<file path="config.mk">
export PLATFORM = sky130hd
export DESIGN_NAME = seq_divmod_flat
export DESIGN_NICKNAME = d
export VERILOG_FILES = /design/src/rtl/seq_divmod_pkg.sv /design/src/rtl/seq_divmod_if.sv /design/src/rtl/seq_divmod_step.sv /design/src/rtl/seq_divmod.sv /design/src/flat_wrapper.sv
export SDC_FILE = /design/constraint.sdc
export NUM_CORES = 1
export LEC_CHECK = 0
export CORE_MARGIN = 1.5
export CORE_UTILIZATION = 40
export DETAILED_ROUTE_END_ITERATION = 12
export SLEW_MARGIN = 25
export SYNTH_ARGS = -nofsm -noshare
export SYNTH_HDL_FRONTEND = slang
export SYNTH_SLANG_ARGS = --single-unit
</file>
<file path="constraint.sdc">
create_clock -name Clk -period 3.45 [get_ports Clk]
set_clock_uncertainty 0.2 [all_clocks]
set_input_delay 0.5175 -clock Clk [delete_from_list [all_inputs] [get_ports Clk]]
set_output_delay 0.5175 -clock Clk [all_outputs]
set_load 0.05 [all_outputs]
</file>
<file path="src/rtl/seq_divmod_pkg.sv">
// Shared types and constants for the sequential restoring divider.
package seq_divmod_pkg;

  typedef enum logic [1:0] {IDLE, RUN, DONE} divmod_state_t;

  localparam int DIVMOD_DEFAULT_WIDTH = 64;

  localparam logic [1:0] S_IDLE = IDLE;
  localparam logic [1:0] S_RUN  = RUN;
  localparam logic [1:0] S_DONE = DONE;

endpackage

</file>
<file path="src/rtl/seq_divmod_if.sv">
// Request/result bundle between a divider client (master) and seq_divmod (slave).
// Carries rem_is_zero only when SEQ_DIVMOD_REM_ZERO_FLAG_EN is defined.
interface seq_divmod_if #(
  parameter int DATAWIDTH = seq_divmod_pkg::DIVMOD_DEFAULT_WIDTH
);
  logic                 start;
  logic [DATAWIDTH-1:0] a;
  logic [DATAWIDTH-1:0] b;
  logic                 busy;
  logic                 done;
  logic [DATAWIDTH-1:0] quot;
  logic [DATAWIDTH-1:0] rem;
  logic                 div_by_zero;
`ifdef SEQ_DIVMOD_REM_ZERO_FLAG_EN
  logic                 rem_is_zero;

  modport master (output start, a, b,
                  input  busy, done, quot, rem, div_by_zero, rem_is_zero);
  modport slave  (input  start, a, b,
                  output busy, done, quot, rem, div_by_zero, rem_is_zero);
`else
  modport master (output start, a, b,
                  input  busy, done, quot, rem, div_by_zero);
  modport slave  (input  start, a, b,
                  output busy, done, quot, rem, div_by_zero);
`endif
endinterface

</file>
<file path="src/rtl/seq_divmod_step.sv">
// One restoring-division iteration: shift {r,q} left, subtract b, keep the result if non-negative.
module divmod_step #(
  parameter int DATAWIDTH = 64
) (
  input  logic [DATAWIDTH-1:0] r,
  input  logic [DATAWIDTH-1:0] q,
  input  logic [DATAWIDTH-1:0] b,
  output logic [DATAWIDTH-1:0] r_next,
  output logic [DATAWIDTH-1:0] q_next
);
  logic [DATAWIDTH:0] r_sh;
  logic [DATAWIDTH:0] trial;

  assign r_sh  = {r, q[DATAWIDTH-1]};
  assign trial = r_sh - {1'b0, b};

  // r < b holds between iterations, so a non-negative trial always fits in DATAWIDTH bits
  assign r_next = trial[DATAWIDTH] ? r_sh[DATAWIDTH-1:0] : trial[DATAWIDTH-1:0];
  assign q_next = {q[DATAWIDTH-2:0], ~trial[DATAWIDTH]};
endmodule

</file>
<file path="src/rtl/seq_divmod.sv">
// Multi-cycle unsigned radix-2 restoring divider with start/done handshake.
// Optional SEQ_DIVMOD_REM_ZERO_FLAG_EN adds a registered rem_is_zero flag.
module seq_divmod
  import seq_divmod_pkg::*;
#(
  parameter int DATAWIDTH = DIVMOD_DEFAULT_WIDTH
) (
  input  logic        Clk,
  input  logic        Rst,
  seq_divmod_if.slave bus
);
  localparam int CW = $clog2(DATAWIDTH + 1);
  localparam logic [CW-1:0] CNT_LAST = CW'(DATAWIDTH - 1);

  logic [1:0]           state_reg;
  logic [DATAWIDTH-1:0] r_reg;
  logic [DATAWIDTH-1:0] q_reg;
  logic [DATAWIDTH-1:0] b_reg;
  logic [CW-1:0]        cnt_reg;
  logic [DATAWIDTH-1:0] quot_reg;
  logic [DATAWIDTH-1:0] rem_reg;
  logic                 dbz_reg;
  logic [DATAWIDTH-1:0] r_next;
  logic [DATAWIDTH-1:0] q_next;

  divmod_step #(.DATAWIDTH(DATAWIDTH)) u_step (
    .r      (r_reg),
    .q      (q_reg),
    .b      (b_reg),
    .r_next (r_next),
    .q_next (q_next)
  );

`ifdef SEQ_DIVMOD_REM_ZERO_FLAG_EN
  logic rz_reg;
  assign bus.rem_is_zero = rz_reg;
`endif

  always_ff @(posedge Clk or negedge Rst) begin
    if (!Rst) begin
      state_reg <= S_IDLE;
      r_reg     <= '0;
      q_reg     <= '0;
      b_reg     <= '0;
      cnt_reg   <= '0;
      quot_reg  <= '0;
      rem_reg   <= '0;
      dbz_reg   <= 1'b0;
`ifdef SEQ_DIVMOD_REM_ZERO_FLAG_EN
      rz_reg    <= 1'b0;
`endif
    end else begin
      case (state_reg)
        S_IDLE, S_DONE: begin
          if (bus.start) begin
            state_reg <= S_RUN;
            r_reg     <= '0;
            q_reg     <= bus.a;
            b_reg     <= bus.b;
            // Zero divisor spends a single RUN cycle, giving done one edge after acceptance
            if (bus.b == '0) begin
              cnt_reg <= CNT_LAST;
            end else begin
              cnt_reg <= '0;
              dbz_reg <= 1'b0;
            end
          end else begin
            state_reg <= S_IDLE;
          end
        end
        S_RUN: begin
          r_reg   <= r_next;
          q_reg   <= q_next;
          cnt_reg <= cnt_reg + 1'b1;
          if (cnt_reg == CNT_LAST) begin
            state_reg <= S_DONE;
            if (b_reg == '0) begin
              quot_reg <= '1;
              rem_reg  <= q_reg;
              dbz_reg  <= 1'b1;
`ifdef SEQ_DIVMOD_REM_ZERO_FLAG_EN
              rz_reg   <= 1'b0;
`endif
            end else begin
              quot_reg <= q_next;
              rem_reg  <= r_next;
`ifdef SEQ_DIVMOD_REM_ZERO_FLAG_EN
              rz_reg   <= (r_next == '0);
`endif
            end
          end
        end
        default: state_reg <= S_IDLE;
      endcase
    end
  end

  assign bus.busy        = (state_reg == S_RUN);
  assign bus.done        = (state_reg == S_DONE);
  assign bus.quot        = quot_reg;
  assign bus.rem         = rem_reg;
  assign bus.div_by_zero = dbz_reg;
endmodule
</file>
<file path="src/flat_wrapper.sv">
// flat-port wrapper written by rule: the top's interface ports become plain ports
module seq_divmod_flat import seq_divmod_pkg::*;
#(
  parameter int DATAWIDTH = DIVMOD_DEFAULT_WIDTH
)
  (Clk, Rst, bus_start, bus_a, bus_b, bus_busy, bus_done, bus_quot, bus_rem, bus_div_by_zero);
  seq_divmod_if #(.DATAWIDTH(DATAWIDTH)) bus_i ();
  input  logic Clk;
  input  logic Rst;
  input wire logic [$bits(bus_i.start)-1:0] bus_start;
  input wire logic [$bits(bus_i.a)-1:0] bus_a;
  input wire logic [$bits(bus_i.b)-1:0] bus_b;
  output wire logic [$bits(bus_i.busy)-1:0] bus_busy;
  output wire logic [$bits(bus_i.done)-1:0] bus_done;
  output wire logic [$bits(bus_i.quot)-1:0] bus_quot;
  output wire logic [$bits(bus_i.rem)-1:0] bus_rem;
  output wire logic [$bits(bus_i.div_by_zero)-1:0] bus_div_by_zero;
  assign bus_i.start = bus_start;
  assign bus_i.a = bus_a;
  assign bus_i.b = bus_b;
  assign bus_busy = bus_i.busy;
  assign bus_done = bus_i.done;
  assign bus_quot = bus_i.quot;
  assign bus_rem = bus_i.rem;
  assign bus_div_by_zero = bus_i.div_by_zero;
  seq_divmod #(.DATAWIDTH(DATAWIDTH)) u_core (.Clk(Clk), .Rst(Rst), .bus(bus_i));
endmodule
</file>
After elaboration in Yosys (flattened, before gate mapping) --
Cells that the tools add are included.
Cells by class: muxes and demuxes 18, equal/unequal tests 7, div/mod/pow operators 0, $mul 0, $lt $le $gt $ge 0, reduce and logical (&&, ||, !) cells 9, bitwise gates (word level) 1, shifts and indexed selects 0, add/sub/neg operators 2
Operators by type and width (count):
- 2-to-1 mux 64 bit | 5
- case mux 64 bit (2 select lines) | 2
- logical NOT 64 bit | 2
- subtractor 65 x 64 -> 65 bit | 1
- case mux 7 bit (2 select lines) | 1
- adder 7 x 1 -> 7 bit (second input constant) | 1
- equality test 7 x 6 -> 1 bit (second input constant) | 1
- 2-to-1 mux 7 bit | 1
- 2-to-1 mux 6 bit | 1
- AND reduction 2 bit | 3
- 2-to-1 mux 1 bit | 5
- AND reduction 5 bit | 1
- != test 2 x 1 -> 1 bit (second input constant) | 2
- != test 2 bit (second input constant) | 2
- case mux 2 bit (2 select lines) | 1
- equality test 2 x 1 -> 1 bit (second input constant) | 1
- equality test 2 bit (second input constant) | 1
- logical NOT 2 bit | 1
- 2-to-1 mux 2 bit | 1
- case mux 1 bit (2 select lines) | 1
- nonzero test 2 bit | 1
- OR reduction 2 bit | 1
- NOT 1 bit | 1
Storage, ports and cells: bits in read-only memories 0, word-level logic and storage cells 45, memories kept 0, RAM bits 0, bits in latches 0, bits in registers 330

Longest topological paths before layout --
word-level depth 4, mapped depth 14, gate-level depth less buffers 13

By module --
Synthesis repeated with hierarchy kept, for this count alone.
Unflattened totals: cell total of the unflattened synthesis 2160, area, all modules 18398.9 µm²
By module, submodules not included:
- seq_divmod | instances 1, seq. area each 8257.9 µm², area each 13387.8 µm², cells an instance 1339
- divmod_step | instances 1, seq. area each 0.0 µm², area each 5011.1 µm², cells an instance 821

Worst setup path before layout --
Ideal clock, no wire load.
path type register to register, from reg u_core.b_reg[0], to reg u_core.rem_reg[58], in the netlist u_core.bus.rem[58], arrival time 3.019 ns, setup slack 0.105 ns, library setup time 0.126 ns, clock period less this slack 3.345 ns, path buffers 0, cell stages (with the launch flop) 13, cells stage by stage dfrtp_1 -> ha_1 -> fa_1 -> and2b_2 -> o2111ai_2 -> a21oi_2 -> nor3_1 -> o311ai_2 -> nand2_2 -> o41ai_4 -> mux2i_1 -> mux2_4 -> a221o_1
Between the ends: cells in the longest elaborated chain, start to end 3, elaborated cells on any way between the ends 4
Ends and longest elaborated chain:
- start: declaration | RTL line seq_divmod.sv:18 | logic [DATAWIDTH-1:0] b_reg;
- start signal: assignment | RTL line seq_divmod.sv:59 | b_reg <= bus.b;
- subtractor 65 x 64 -> 65 bit | RTL line seq_divmod_step.sv:15 | assign trial = r_sh - {1'b0, b};
- 2-to-1 mux 64 bit | RTL line seq_divmod_step.sv:18 | assign r_next = trial[DATAWIDTH] ? r_sh[DATAWIDTH-1:0] : trial[DATAWIDTH-1:0];
- 2-to-1 mux 64 bit * | RTL line seq_divmod.sv:77 | if (b_reg == '0) begin
- end signal: assignment | RTL line seq_divmod.sv:79 | rem_reg <= q_reg;
- end signal: assignment | RTL line seq_divmod.sv:86 | rem_reg <= r_next;
- end: declaration | RTL line seq_divmod.sv:21 | logic [DATAWIDTH-1:0] rem_reg;
Every way passes the cells marked *; elsewhere a longest branch is shown, timed or not. A chain may end at the register's enable or synchronous reset.

Worst setup path after layout --
from reg u_core.r_reg[0], to reg u_core.r_reg[63]
Between the ends: cells in the longest elaborated chain, start to end 3
Ends and longest elaborated chain:
- start: declaration | RTL line seq_divmod.sv:16 | logic [DATAWIDTH-1:0] r_reg;
- start signal: assignment | RTL line seq_divmod.sv:72 | r_reg <= r_next;
- subtractor 65 x 64 -> 65 bit | RTL line seq_divmod_step.sv:15
- 2-to-1 mux 64 bit | RTL line seq_divmod_step.sv:18
- case mux 64 bit (2 select lines) | RTL line seq_divmod.sv:53 | case (state_reg)
No other way between the ends.

==> flow_summary.toml <==
[outcome]
run_status = "complete, but fails checks"
failed_checks = "negative setup slack"

[route]
routed_wire_length_per_instance_um = 21.88
totalWireLength_um = 72270
via_count = 18665
vias_cell = 5.651
remaining_drc_errors = 0
ant_nets = 0
dr.pass1.iters = 7
detailedRoute.firstIterationViolations = 1679

[yosys]
synth.avg_cell_area_um2 = 8.347
sequential_to_total_area_share_from_yosys_stat_pct = 44.60
netlist_area_um2 = 18510
synth_seq_cells = 330
yosys_warnings = 0
synthesized_nets = 2415
ys.flop_type = "dfrtp_1"
netlist-cell-type-count = 76
synth_enable_flop_cells = 0
synthesis.instances = 2218
synthArstFlopShare_pct = 100.0

[cells_and_area]
area_delta_synth_final_pct = 41.75
post_route_cells_drive_above_1_share_pct = 19.83
share_of_the_core_filled_with_cells_in_the_final_layout_pct = 57.70
fillerInstances = 4167
regArea_um2 = 8262
final_net_count = 2873
postLayoutCellArea_um2 = 26240
multi_input_comb_area_um2 = 10510
post_layout_nonfiller_instances = 3303
antennaDiodeCount = 0

[setup_path]
worstSetupEndpointType = "flip-flop"
cp_slowest_cell = "dfrtp_1"
critical_path_required_ns = 3.73
reg2reg_path_depth = 13
worstPathArrival_ns = 3.79
critical_path.startpoint_type = "flip-flop"
path_depth = 13
cpPeakStageDelay_ns = 0.43
cp_top_family = "compound AO/OA/AOI/OAI gates"
crit_path_cell_trace = "ha_1, nor2b_4, o2111ai_2, a21oi_2, a211oi_4, o31a_1, o31a_1, o41ai_2, buf_4, xor2_1, mux2i_1, buf_4, o21ai_1"
setup.reg_to_reg.worst_slack_ns = -0.07
path_class = "flip-flop to flip-flop"
timing.critical_path.buf_inv = 2
reg2reg_to = "u_core.r_reg[63]"
critical_path.reg2reg.startpoint = "u_core.r_reg[0]"
critical_path.max_fanout = 3

[power]
clock_power_share_pct = 18.1
total_switching_power_mw = 9.244
power_frac_seq_pct = 25.5
vdd_drop_max_mv = 0.3509
leakage_nw = 11.47
power.share.combinational_pct = 56.4
netSwitchingFraction_pct = 41.41
cell_internal_power_mw = 13.08
power_per_standard_cell_area_nw_per_um2 = 850.7

[sta]
fin_crit_ns = 3.516
final-setup-viol-count = 31
final_slew_violations = 0
final_critical_path_setup_slack_ns = -0.06584
slew-limit-headroom_pct = 44.14
report.final.hold_viol_count = 0
layout_worst_path_cycle_share_pct = 101.9
timing.hold.ws_ns = 0.2905
achievable-frequency_mhz = 284.4
worstMarginPinSlew_ns = 0.8378
rsz0062_at_grt = "yes"

[grt]
global_route_overflow = 0
grt_first_pass_wirelength_um = 108500
number_of_antenna_violations_at_the_first_check_in_global_routing = 3
largest_net_degree_at_the_start_of_global_routing = 194
grt.total_usage_pct = 29.85
grt_pass1_vias = 17999

[placement]
cell_area_placed_um2 = 23560
gp_congestion = 0.9566
place_inst = 3208
dpl.hpwl_um = 53490
number_of_port_buffers = 261
pre_cts_slack_ns = -0.2486

[min_path]
hold-path-cell-count = 2
timing.hold.worst.class = "flip-flop to flip-flop"
hold_path.startpoint = "u_core.bus.rem[36]"
hold_path_end = "u_core.bus.rem[36]"

[clocking]
num_clock_sinks = 330
h_tree_levels = 2
number_of_clock_buffers_inserted_by_tritoncts = 39
cts_root_buffer = "clkbuf_16"
clock_tree.buffer_depth = 3
cts.reportedPaths.clkPinSlew_ns = 0.07
clock_insertion_delay_worst_skew_ns = 0.57
tritoncts = "done"

[floorplanning]
die_w_um = 218.1
core_box_area_um2 = 45480
start_util_pct = 40.71
die-height_um = 218.1
top_level_ports = 262
row_count = 78
design.die.area_um2 = 47590

[run]
max-cap-violations = 0
==> tightest hold or removal path, delay by kind of cell, from the launching register on <==
family	cells	cell delay (ns)
and+or+nand+nor	1	0.05
AOI/OAI and AO/OA	1	0.06
DFF	1	0.35
==> per-layer routing <==
layer,global-route usage [%],up-vias,wire [um]
li1,-,8711,-
met5,0,-,25
met1,45.77,9197,34270
met2,42.16,668,30230
met3,6.931,85,6249
met4,6.667,4,1486
==> per-stage QoR <==
stage	TNS (ns)	power, mW
after floorplan	0	10.75
after global placement	-10.88	15.22
after detailed placement	-18.28	15.31
after CTS	-0.8409	20.00
after global routing	-9.623	23.54
final	-0.5543	22.33
==> Yosys cell counts, types with 5 or more instances <==
library cell / n / area, um^2
buf_1: 12 / 45.04
nor3_1: 23 / 115.1
a21o_1: 21 / 157.7
xor2_1: 18 / 157.7
nand2b_1: 7 / 43.79
nor2b_1: 7 / 43.79
inv_1: 86 / 322.8
a211oi_1: 9 / 67.56
o31a_1: 7 / 61.31
and3_1: 56 / 350.3
nor4_1: 38 / 237.7
a21oi_1: 219 / 1096
o211ai_1: 7 / 52.55
nand4_1: 34 / 212.7
clkbuf_1: 98 / 367.9
dfrtp_1: 330 / 8258
a31oi_1: 84 / 525.5
o21a_1: 16 / 120.1
nand2_1: 335 / 1257
nor2_1: 251 / 942.2
o21bai_1: 10 / 75.07
ha_1: 65 / 813.3
a22o_1: 5 / 43.79
o21ai_1: 11 / 55.05
o21ai_0: 243 / 1216
buf_2: 25 / 125.1
mux2i_1: 45 / 450.4
buf_4: 6 / 45.04
nand3_1: 27 / 135.1
xnor2_1: 37 / 324.1
or3_1: 10 / 62.56
==> logic make-up after synthesis <==
| group | count (synthesis) | share of synthesized area [%] |
|---|---|---|
| and+or+nand+nor | 812 | 19.43 |
| DFF | 330 | 44.60 |
| buffers and inverters | 228 | 4.913 |
| xor gates and xnor gates | 55 | 2.602 |
| adders and majority gates | 66 | 4.501 |
| muxes | 47 | 2.575 |
| AOI/OAI and AO/OA | 680 | 21.38 |
==> area by class of cell <==
cell class,count,share of cell area [%]
clock inverter,14,0.4672
timing repair buffer,558,19.66
clock buffer,54,4.243
tap,600,2.861
sequential,330,31.48
inverter,87,1.249
multi-input combinational,1660,40.04
==> cell usage in the layout (no fill, tap or decap), types with 22 or more instances in the layout <==
cell type | netlist | routed
clkbuf_16 | 0 | 43
nand3_1 | 27 | 24
nor4_1 | 38 | 34
nand2_1 | 335 | 333
mux2i_4 | 0 | 32
nand4_1 | 34 | 34
buf_4 | 6 | 272
clkdlybuf4s50_1 | 0 | 259
and3_1 | 56 | 54
dfrtp_1 | 330 | 327
o21ai_0 | 243 | 169
nor2_1 | 251 | 249
a21oi_2 | 2 | 22
xnor2_1 | 37 | 34
o21ai_1 | 11 | 69
inv_1 | 86 | 78
ha_1 | 65 | 45
a21oi_1 | 219 | 197
a31oi_1 | 84 | 81
==> worst max path at each step <==
stage / from / endpoint / slack [ns]
floorplan: u_core.b_reg[0] / u_core.bus.rem[58] / 0.10
global placement: u_core.b_reg[31] / u_core.bus.rem[46] / -0.28
detailed placement: u_core.b_reg[0] / u_core.r_reg[5] / -0.25
CTS: u_core.b_reg[0] / u_core.r_reg[40] / -0.05
global route: u_core.b_reg[1] / u_core.r_reg[63] / -0.16
finish: u_core.r_reg[0] / u_core.r_reg[63] / -0.07
==> power by group through the flow <==
stage	clock [mW]	sequential, mW	combinational, mW
after floorplan	0	5.18	5.57
after global placement	0	5.59	9.63
after detailed placement	0	5.60	9.71
after CTS	4.10	5.55	10.3
after global routing	4.28	5.73	13.5
final	4.04	5.69	12.6
==> repair_timing <==
| item | in CTS | in global routing |
|---|---|---|
| buffers inserted | 7 | 16 |
| hold buffers | 1 | 0 |
| gates resized for setup | 64 | 220 |
| gates cloned | 2 | 3 |
| setup endpoints to repair | 127 | 129 |
| pin swaps | 18 | 34 |
| endpoints found under the hold margin | 64 | 0 |
(Power assumes the default switching activity.)
